`config.mk`:
```
export PLATFORM = sky130hd
export DESIGN_NAME = accum_sched
export DESIGN_NICKNAME = d
export VERILOG_FILES = /design/src/rtl/accum_sched_pkg.sv /design/src/rtl/accum_sched_rr_arbiter.sv /design/src/rtl/accum_sched.sv
export SDC_FILE = /design/constraint.sdc
export NUM_CORES = 1
export LEC_CHECK = 0
export ABC_AREA = 1
export CAP_MARGIN = 15
export CORE_MARGIN = 10
export CORE_UTILIZATION = 58
export DETAILED_ROUTE_END_ITERATION = 8
export GPL_ROUTABILITY_DRIVEN = 0
export PLACE_DENSITY_LB_ADDON = 0.12
export SLEW_MARGIN = 20
export SYNTH_ARGS = -nofsm -noshare
export SYNTH_HDL_FRONTEND = slang
export SYNTH_SLANG_ARGS = --single-unit
```
`constraint.sdc`:
```
create_clock -name clk -period 12.7 [get_ports clk]
set_clock_uncertainty 0.15 [all_clocks]
set_input_delay 1.905 -clock clk [delete_from_list [all_inputs] [get_ports clk]]
set_output_delay 1.905 -clock clk [all_outputs]
set_load 0.005 [all_outputs]
```
`src/rtl/accum_sched_pkg.sv`:
```
`default_nettype none
// ----------------------------------------------------------------------------
// accum_sched_pkg : shared types, defaults and the round-robin pick helper
// Revision: 1.0
// ----------------------------------------------------------------------------
package accum_sched_pkg;

   localparam int DEF_NUM_REQ = 4;
   localparam int DEF_WIDTH   = 32;
   localparam int DEF_ID_W    = $clog2(DEF_NUM_REQ);

   // The pick helper works on a fixed-size vector so any N up to this fits.
   localparam int RR_MAX_REQ  = 32;
   localparam int RR_ID_W     = $clog2(RR_MAX_REQ);

   typedef struct packed {
      logic [DEF_ID_W-1:0]  id;
      logic [DEF_WIDTH-1:0] data;
   } rsp_t;

   typedef struct packed {
      logic               found;
      logic [RR_ID_W-1:0] idx;
   } pick_t;

   function automatic pick_t rr_pick(input logic [RR_MAX_REQ-1:0] valid,
                                     input logic [RR_ID_W-1:0]    ptr,
                                     input int                    n);
      pick_t            r;
      logic [RR_ID_W:0] j;
      r = '0;
      for (int i = 0; i < RR_MAX_REQ; i++) begin
         if (i < n) begin
            j = {1'b0, ptr} + (RR_ID_W+1)'(i);
            if (j >= (RR_ID_W+1)'(n)) begin
               j = j - (RR_ID_W+1)'(n);
            end
            if (!r.found && valid[j[RR_ID_W-1:0]]) begin
               r.found = 1'b1;
               r.idx   = j[RR_ID_W-1:0];
            end
         end
      end
      return r;
   endfunction

endpackage
`default_nettype wire

```
`src/rtl/accum_sched_rr_arbiter.sv`:
```
`default_nettype none
// ----------------------------------------------------------------------------
// accum_sched_rr_arbiter : combinational round-robin arbiter, one-hot grant
// Revision: 1.0
// ----------------------------------------------------------------------------
module accum_sched_rr_arbiter
   import accum_sched_pkg::*;
#(
   parameter int N  = 4,
   parameter int IW = $clog2(N)
) (
   input  logic [N-1:0]  valid_i,
   input  logic [IW-1:0] ptr_i,
   input  logic          enable_i,
   output logic [N-1:0]  grant_o,
   output logic [IW-1:0] idx_o
);

   pick_t w_pick;

   always_comb begin
      w_pick  = rr_pick(RR_MAX_REQ'(valid_i), RR_ID_W'(ptr_i), N);
      idx_o   = IW'(w_pick.idx);
      grant_o = '0;
      if (enable_i && w_pick.found) begin
         grant_o[idx_o] = 1'b1;
      end
   end

endmodule
`default_nettype wire

```
`src/rtl/accum_sched.sv`:
```
`default_nettype none
// ----------------------------------------------------------------------------
// accum_sched : round-robin time-shared accumulator (acc + operand + 1)
// Revision: 1.0
// ----------------------------------------------------------------------------
module accum_sched
   import accum_sched_pkg::*;
#(
   parameter int NUM_REQ = DEF_NUM_REQ,
   parameter int WIDTH   = DEF_WIDTH,
   parameter int ID_W    = $clog2(NUM_REQ)
) (
   input  logic                     clk,
   input  logic                     rst,
   input  logic                     clear,
   input  logic [NUM_REQ-1:0]       req_valid,
   input  logic [NUM_REQ*WIDTH-1:0] req_data,
   output logic [NUM_REQ-1:0]       req_ready,
   output logic                     rsp_valid,
   output logic [ID_W-1:0]          rsp_id,
   output logic [WIDTH-1:0]         rsp_data,
   input  logic                     rsp_ready
);

   logic [WIDTH-1:0] w_req_data [NUM_REQ];
   logic [WIDTH-1:0] ctx_q      [NUM_REQ];

   logic [ID_W-1:0]  ptr_q, ptr_d;
   logic [ID_W-1:0]  grant_idx;
   logic             rsp_valid_q, rsp_valid_d;
   logic [ID_W-1:0]  rsp_id_q, rsp_id_d;
   logic [WIDTH-1:0] rsp_data_q, rsp_data_d;
   logic             slot_free, arb_en, grant_fire;
   logic [WIDTH-1:0] sum;

   generate
      for (genvar gi = 0; gi < NUM_REQ; gi++) begin : g_unpack
         assign w_req_data[gi] = req_data[gi*WIDTH +: WIDTH];
      end
   endgenerate

   // Grants are withheld during reset and clear so no op can be lost to them.
   accum_sched_rr_arbiter #(
      .N  (NUM_REQ),
      .IW (ID_W)
   ) u_rr_arbiter (
      .valid_i  (req_valid),
      .ptr_i    (ptr_q),
      .enable_i (arb_en),
      .grant_o  (req_ready),
      .idx_o    (grant_idx)
   );

   always_comb begin
      slot_free   = !rsp_valid_q || rsp_ready;
      arb_en      = slot_free && !clear && !rst;
      grant_fire  = |req_ready;
      sum         = ctx_q[grant_idx] + w_req_data[grant_idx] + WIDTH'(1);
      rsp_valid_d = rsp_valid_q;
      rsp_id_d    = rsp_id_q;
      rsp_data_d  = rsp_data_q;
      ptr_d       = ptr_q;
      if (grant_fire) begin
         rsp_valid_d = 1'b1;
         rsp_id_d    = grant_idx;
         rsp_data_d  = sum;
         ptr_d       = (grant_idx == ID_W'(NUM_REQ-1)) ? '0 : grant_idx + ID_W'(1);
      end else if (rsp_ready) begin
         rsp_valid_d = 1'b0;
      end
   end

   always_ff @(posedge clk) begin
      if (rst) begin
         for (int i = 0; i < NUM_REQ; i++) begin
            ctx_q[i] <= '0;
         end
         rsp_valid_q <= 1'b0;
         rsp_id_q    <= '0;
         rsp_data_q  <= '0;
         ptr_q       <= '0;
      end else begin
         if (clear) begin
            for (int i = 0; i < NUM_REQ; i++) begin
               ctx_q[i] <= '0;
            end
         end else if (grant_fire) begin
            ctx_q[grant_idx] <= sum;
         end
         rsp_valid_q <= rsp_valid_d;
         rsp_id_q    <= rsp_id_d;
         rsp_data_q  <= rsp_data_d;
         ptr_q       <= ptr_d;
      end
   end

   assign rsp_valid = rsp_valid_q;
   assign rsp_id    = rsp_id_q;
   assign rsp_data  = rsp_data_q;

endmodule
`default_nettype wire

```
Word-level counts from Yosys, hierarchy flattened:

Memory sizes are Yosys's and may differ from the RTL's.
Cells that the tools add are included.

* magnitude comparators: 11
* bitwise logic cells: 5
* add/sub/neg operators: 10
* reduce and logical (&&, ||, !) cells: 17
* mux-type cells: 41
* eq/ne operators: 1

Operators with widths (number)
* $mux 32: 7
* $bmux 32 s2: 1
* $add 32x1->32 const B: 1
* $add 32x32->32: 1
* $reduce_or 32->1: 1
* $lt 5x6->1 const B: 4
* $mux 6: 4
* $bmux 1 s5: 4
* $mux 5: 4
* $ge 6x3->1 const B: 3
* $mux 1: 17
* $sub 5x3->5 const B: 3
* $logic_and 1x1->1: 7
* $add 2x2->3 const B: 2
* $logic_not 1->1: 6
* $mux 2: 2
* $mux 4: 1
* $or 1x1->1: 4
* $reduce_or 4->1: 1
* $sub 2x3->4 const B: 1
* $add 2x1->3 const B: 1
* $ge 2x3->1 const B: 1
* $ge 3x3->1 const B: 1
* $lt 2x3->1 const B: 1
* 7 further kinds: 7

* input port bits: 136
* output and inout bits: 39
* register bits after elaboration: 37
* bits in writable memories: 128
* memories kept: 1
* word-level logic and storage cells: 90

Memories
* ctx_q: depth 4, width 32, read ports 1, clocked after Yosys merged registers in 0, write ports 4, RTL line accum_sched.sv:26 `logic [WIDTH-1:0] ctx_q [NUM_REQ];`

Depth between registers and ports, before layout:

* depth after elaboration: 26
* mapped depth: 30
* depth with buffers taken out: 29

By module:

A second synthesis with hierarchy kept.

* cells, all modules: 1421
* area total of the unflattened synthesis: 10563.9 um^2

By module, submodules not included
* accum_sched: area each 10202.3 um^2, seq. area each 4584.4 um^2, instances 1, cells an instance 1354
* accum_sched_rr_arbiter: area each 361.6 um^2, seq. area each 0.0 um^2, instances 1, cells an instance 67

Worst setup path before layout:

OpenSTA, ideal clock, no wires.

* path kind: input port to output port
* start point: input req_valid[0]
* end point: output req_ready[3]
* path slack: 7.339 ns
* stages on the path: 13
* arrival: 3.306 ns
* required time: 10.645 ns
* buffers on the path: 2
* path through: nand2_1 nand3_2 nand3_4 nor2_2 inv_2 nand3_2 nand3_2 inv_2 buf_6 buf_2 ha_1 inv_1 nor2_2

* cells in the longest elaborated chain, start to end: 17
* elaborated cells on any way between the ends: 25
* classes of those cells: order compare (2); mux (15); reduce/logical (8)

Ends and longest elaborated chain
* start, declared: RTL line accum_sched.sv:16 `input logic [NUM_REQ-1:0] req_valid,`
* $bmux 1 s5: RTL line accum_sched_pkg.sv:38 `if (!r.found && valid[j[RR_ID_W-1:0]]) begin`
* $mux 1 (not written as such): RTL line accum_sched_pkg.sv:38
* $mux 6: RTL line accum_sched_pkg.sv:38
* $logic_not 1->1: RTL line accum_sched_pkg.sv:38
* $logic_and 1x1->1: RTL line accum_sched_pkg.sv:38
* $mux 6: RTL line accum_sched_pkg.sv:38
* $logic_not 1->1: RTL line accum_sched_pkg.sv:38
* $logic_and 1x1->1: RTL line accum_sched_pkg.sv:38
* [... 2 more ...]
* $logic_and 1x1->1: RTL line accum_sched_pkg.sv:38
* $mux 6 *: RTL line accum_sched_pkg.sv:38
* via grant_idx[0]: RTL line accum_sched.sv:29 `logic [ID_W-1:0] grant_idx;`
* $lt 2x3->1 (not written as such) or $ge 2x1->1 (tied branches): RTL line accum_sched_rr_arbiter.sv:26 `grant_o[idx_o] = 1'b1;`
* $logic_and 1x1->1 (not written as such): RTL line accum_sched_rr_arbiter.sv:26
* $mux 1 (not written as such): RTL line accum_sched_rr_arbiter.sv:26
* $demux 1 s2 *
* $mux 4 *: RTL line accum_sched_rr_arbiter.sv:25 `if (enable_i && w_pick.found) begin`
* end, declared: RTL line accum_sched.sv:18 `output logic [NUM_REQ-1:0] req_ready,`

The timed path passes the listed nets; every way through them passes the cells marked *. The select of a mux whose other input is x is not followed.

Worst setup path in the final report:

* start point: input req_valid[0]
* end point: output req_ready[3]

* cells in the longest elaborated chain, start to end: 17
* elaborated cells on any way between the ends: 25
* classes of those cells: order compare (2); mux (15); reduce/logical (8)

Ends and longest elaborated chain (RTL line)
* $bmux 1 s5: accum_sched_pkg.sv:38
* $mux 1 (not written as such): accum_sched_pkg.sv:38
* $mux 6: accum_sched_pkg.sv:38
* $logic_not 1->1: accum_sched_pkg.sv:38
* $logic_and 1x1->1: accum_sched_pkg.sv:38
* $mux 6: accum_sched_pkg.sv:38
* $logic_not 1->1: accum_sched_pkg.sv:38
* $logic_and 1x1->1: accum_sched_pkg.sv:38
* $mux 6: accum_sched_pkg.sv:38
* $logic_not 1->1: accum_sched_pkg.sv:38
* $logic_and 1x1->1: accum_sched_pkg.sv:38
* $mux 6 *: accum_sched_pkg.sv:38
* $lt 2x3->1 (not written as such) or $ge 2x1->1 (tied branches): accum_sched_rr_arbiter.sv:26
* $logic_and 1x1->1 (not written as such): accum_sched_rr_arbiter.sv:26
* $mux 1 (not written as such): accum_sched_rr_arbiter.sv:26
* $demux 1 s2
* $mux 4 *: accum_sched_rr_arbiter.sv:25

Every way passes the cells marked *; elsewhere a longest branch is shown, timed or not. The select of a mux whose other input is x is not followed.

==> summary.md <==
* hold-fix buffer count after cts: 0
* slowest stage cell, crit path: sky130_fd_sc_hd__clkinv_2
* global-route wire length before repair: 45200 um
* Setup Viol. Count Final: 0
* number of nets in the layout: 1484
* cell family with most CP delay: buffers and inverters
* antenna-violating nets left: 0
* Die Y-Extent: 150 um
* max-slew violation total from the final report: 0
* beginning of the worst hold path: rsp_id[0]$_SDFFE_PP0P_
* effective utilization at floorplan: 59.3%
* critical path, cell by cell: clkdlybuf4s50_1, nand2_1, nand3_2, nand3_4, nor2_2, inv_2, nand3_2, nand3_4, clkinv_2, buf_4, ha_1, inv_1, nor2_2, clkdlybuf4s50_1
* diodes inserted: 0
* pin count of the biggest net entering global routing: 72
* count of unique library cells instantiated by Yosys: 48
* worst setup slack for register-to-register paths: 6.06 ns
* proportion of layout cells with a drive suffix above 1: 6.67%
* slew at the pin with the worst max-slew slack: 1.00 ns
* Avg Synthesized Cell Area: 8.46 sq um
* FF+latch area: 4580 sq um
* detailed-router iteration count before antenna repair: 6
* end of the worst register-to-register path: ctx_q[1][22]$_SDFFCE_PN0P_
* RSZ-0062 raised after global routing: false
* average wire length per cell after detail routing: 18.7 um
* DRC: 0
* remaining max-slew budget at the tightest pin: 33.1%
* Synth Cell Area: 9870 sq um
* status: finished, final reports clean
* total number of clock tree sinks: 165
* number of global-route vias before repair: 8846
* number of buffers added for setup after CTS: 0
* clock tree root buffer cell: sky130_fd_sc_hd__clkbuf_16
* largest area contributor in the netlist: sky130_fd_sc_hd__edfxtp_1
* Yosys warning total: 0
* synthesized netlist cell count: 1167
* Die Span X: 150 um
* Tightest Hold Check Type: reg2reg
* FP Rows: 47
* net count of the mapped netlist: 1344
* floorplan die area: 22600 sq um
* main area contributors after synthesis: sky130_fd_sc_hd__edfxtp_1, sky130_fd_sc_hd__nor2_1, sky130_fd_sc_hd__dfxtp_1, sky130_fd_sc_hd__ha_1, sky130_fd_sc_hd__o21ai_1
* core footprint: 16600 sq um
* antenna violations before repair: 0
* proportion of synthesized chip area in sequential cells: 46.4%
* number of enable-type register cells in the synthesized netlist: 128
* number of vias after detailed routing: 9004
* post-route minimum period: 8.27 ns
* I/O pin cnt: 175
* DRT iter0 DRCs: 845
* post-DR vias/cell: 5.85
* H-tree depth: 4
* Hold Path End: rsp_id[0]$_SDFFE_PP0P_
* launch instance of the worst register-to-register path: ptr_q[0]$_SDFFE_PP0P_
* aggregate negative setup slack: 0 ns
* CP Data Required Time: 10.64 ns
* ratio of final minimum period to clock period: 65.1%
* portion of synthesized cell area occupied by the leading cell type: 38.9%
* max-cap violations: 0
* Global Route Usage Sum: 25.2%
* total wire length: 28800 um
* top flip-flop cell by instance count after synthesis: sky130_fd_sc_hd__edfxtp_1
* half-perimeter wire length after detailed placement: 19100 um
* clock latency on the worst-skew pair: 0.44 ns
* crit start category: input port
* largest fanout of any net on the critical path: 70
* Yosys reg bits: 165
* number of hold-slack violations in the final timing report: 0
* Area growth syn-to-layout: 23.0%
* number of filler instances in the final layout: 1270
* type of the worst setup path: in2out
* async set or reset register ratio after synthesis: 0%
* endpoint class of the critical path: output pin
* delay of the slowest critical-path stage: 0.84 ns
* data arrival time of the worst path: 6.22 ns
* Max Clk Rate: 121 MHz
* buffers from clock root to sink, at most: 2
* area of the multi-input gates: 4620 sq um
* Worst Reg2Reg Path Length in Cells: 24
* IO Port Bufs: 174
* total overflow reported by the global router: 0
* number of buffers added by the clock tree synthesis step: 17
* PostCTS Resize Cnt: 0
* clock-pin slew on the worst setup and hold paths: 0.07 ns
* Bufs and invs on worst path: 6
* clock tree from TritonCTS: built
* number of stages on the worst hold path: 2
[cells in the mapped netlist, types with 5 or more instances]
cell type and instances:
sky130_fd_sc_hd__dfxtp_1 37, sky130_fd_sc_hd__a21o_1 7, sky130_fd_sc_hd__o21ai_1 92, sky130_fd_sc_hd__nor2_2 9, sky130_fd_sc_hd__nand3_2 8, sky130_fd_sc_hd__edfxtp_1 128, sky130_fd_sc_hd__nand3_1 30, sky130_fd_sc_hd__nand2_2 6
sky130_fd_sc_hd__inv_2 5, sky130_fd_sc_hd__buf_8 5, sky130_fd_sc_hd__nand2_1 102, sky130_fd_sc_hd__inv_1 68, sky130_fd_sc_hd__nand4_1 7, sky130_fd_sc_hd__buf_2 30, sky130_fd_sc_hd__clkbuf_1 13, sky130_fd_sc_hd__nor2_1 289
sky130_fd_sc_hd__a21oi_1 74, sky130_fd_sc_hd__nor3_1 5, sky130_fd_sc_hd__o22ai_2 5, sky130_fd_sc_hd__xor2_1 11, sky130_fd_sc_hd__buf_6 8, sky130_fd_sc_hd__o22ai_1 55, sky130_fd_sc_hd__ha_1 40, sky130_fd_sc_hd__o21ai_0 81
sky130_fd_sc_hd__xnor2_1 19
[worst max-delay path by stage]
stage	slack [ns]	end	from	depth (start not counted)
2_1_floorplan	7.34	req_ready[3]	req_valid[0]	13
3_3_place_gp	4.58	req_ready[3]	req_valid[0]	14
6_report	4.43	req_ready[3]	req_valid[0]	14
5_1_grt	4.15	req_ready[1]	req_valid[0]	14
4_1_cts	4.44	req_ready[3]	req_valid[0]	14
3_5_place_dp	4.41	req_ready[3]	req_valid[0]	14
[logic make-up after synthesis]
group | Yosys count | share of synthesized area [%]
and+or+nand+nor | 467 | 20.2
AOI/OAI and AO/OA | 329 | 18.4
DFF | 165 | 46.4
buffers and inverters | 135 | 6.97
adders and majority gates | 41 | 5.27
xor gates and xnor gates | 30 | 2.66
[placed cells by master (no fill, tap or decap), types with 5 or more instances in the layout]
cell and count:
sky130_fd_sc_hd__nor2_1 289, sky130_fd_sc_hd__clkdlybuf4s50_1 174, sky130_fd_sc_hd__edfxtp_1 128, sky130_fd_sc_hd__nand2_1 98
sky130_fd_sc_hd__o21ai_1 92, sky130_fd_sc_hd__o21ai_0 81, sky130_fd_sc_hd__a21oi_1 74, sky130_fd_sc_hd__inv_1 68
sky130_fd_sc_hd__o22ai_1 55, sky130_fd_sc_hd__ha_1 40, sky130_fd_sc_hd__dfxtp_1 37, sky130_fd_sc_hd__nand3_1 30
sky130_fd_sc_hd__xnor2_1 19, sky130_fd_sc_hd__clkbuf_16 18, sky130_fd_sc_hd__xor2_1 11, sky130_fd_sc_hd__nand2_2 10
sky130_fd_sc_hd__buf_4 9, sky130_fd_sc_hd__nor2_2 8, sky130_fd_sc_hd__nand3_2 7, sky130_fd_sc_hd__nand4_1 7
sky130_fd_sc_hd__a21o_1 7, sky130_fd_sc_hd__o22ai_2 5, sky130_fd_sc_hd__nor3_1 5
[registers in the layout, indices dropped and copies added (netlist names)]
register	flops
ctx_q	128
rsp_data	32
rsp_id	2
ptr_q	2
rsp_valid	1
[worst register-to-register path: stages, from the launching register on]
cell                       delay, ns
sky130_fd_sc_hd__dfxtp_1        0.55
sky130_fd_sc_hd__inv_2          0.18
sky130_fd_sc_hd__ha_1           0.43
sky130_fd_sc_hd__inv_1          0.12
sky130_fd_sc_hd__nand3_2        0.11
sky130_fd_sc_hd__nand3_4        0.12
sky130_fd_sc_hd__nor2_2         0.17
sky130_fd_sc_hd__inv_2          0.05
sky130_fd_sc_hd__nand3_2        0.11
sky130_fd_sc_hd__nand3_4        0.57
sky130_fd_sc_hd__clkinv_2       0.85
sky130_fd_sc_hd__buf_4          0.72
sky130_fd_sc_hd__o21ai_0        0.24
sky130_fd_sc_hd__o22ai_1        0.22
sky130_fd_sc_hd__ha_1           0.31
sky130_fd_sc_hd__nand2_1        0.11
sky130_fd_sc_hd__inv_1          0.07
sky130_fd_sc_hd__a21boi_0       0.25
sky130_fd_sc_hd__nor2_1         0.09
sky130_fd_sc_hd__nor2_1         0.12
sky130_fd_sc_hd__nand3_1        0.16
sky130_fd_sc_hd__nand2_1        0.10
sky130_fd_sc_hd__nand2_1        0.08
sky130_fd_sc_hd__xnor2_1        0.43
sky130_fd_sc_hd__nor2_1         0.08
[through the flow]
step,std cells,hold WS [ns],util [%],cell area [sq um],setup slack (ns)
2_1_floorplan,1167,0.322,-,9870,7.34
3_3_place_gp,1508,0.349,69.5,11600,4.58
3_5_place_dp,1508,0.354,69.5,11600,4.41
4_1_cts,1540,0.366,72.9,12100,4.44
5_1_grt,1540,0.387,72.9,12100,4.15
6_report,1540,0.364,72.9,12100,4.43
[area by class of cell]
cell class | instances | share of cell area, %
multi-input cells | 867 | 38.1
flip-flops and latches | 165 | 37.8
repair buffers | 183 | 14.9
clock buffers | 21 | 3.97
inverters | 73 | 2.27
well taps | 220 | 2.27
clock inverters | 11 | 0.742
[layer usage]
| layer | GRT usage, % | up-vias | routed length [um] |
|---|---|---|---|
| li1 | - | 4312 | - |
| met4 | 10.1 | 0 | 730 |
| met5 | 0 | - | 0 |
| met3 | 6.00 | 63 | 2870 |
| met2 | 41.8 | 450 | 13700 |
| met1 | 31.0 | 4179 | 11500 |
Power is left out: the tool's default activity adds up to more than one toggle a clock period on the data nets, which glitch-free logic cannot reach.
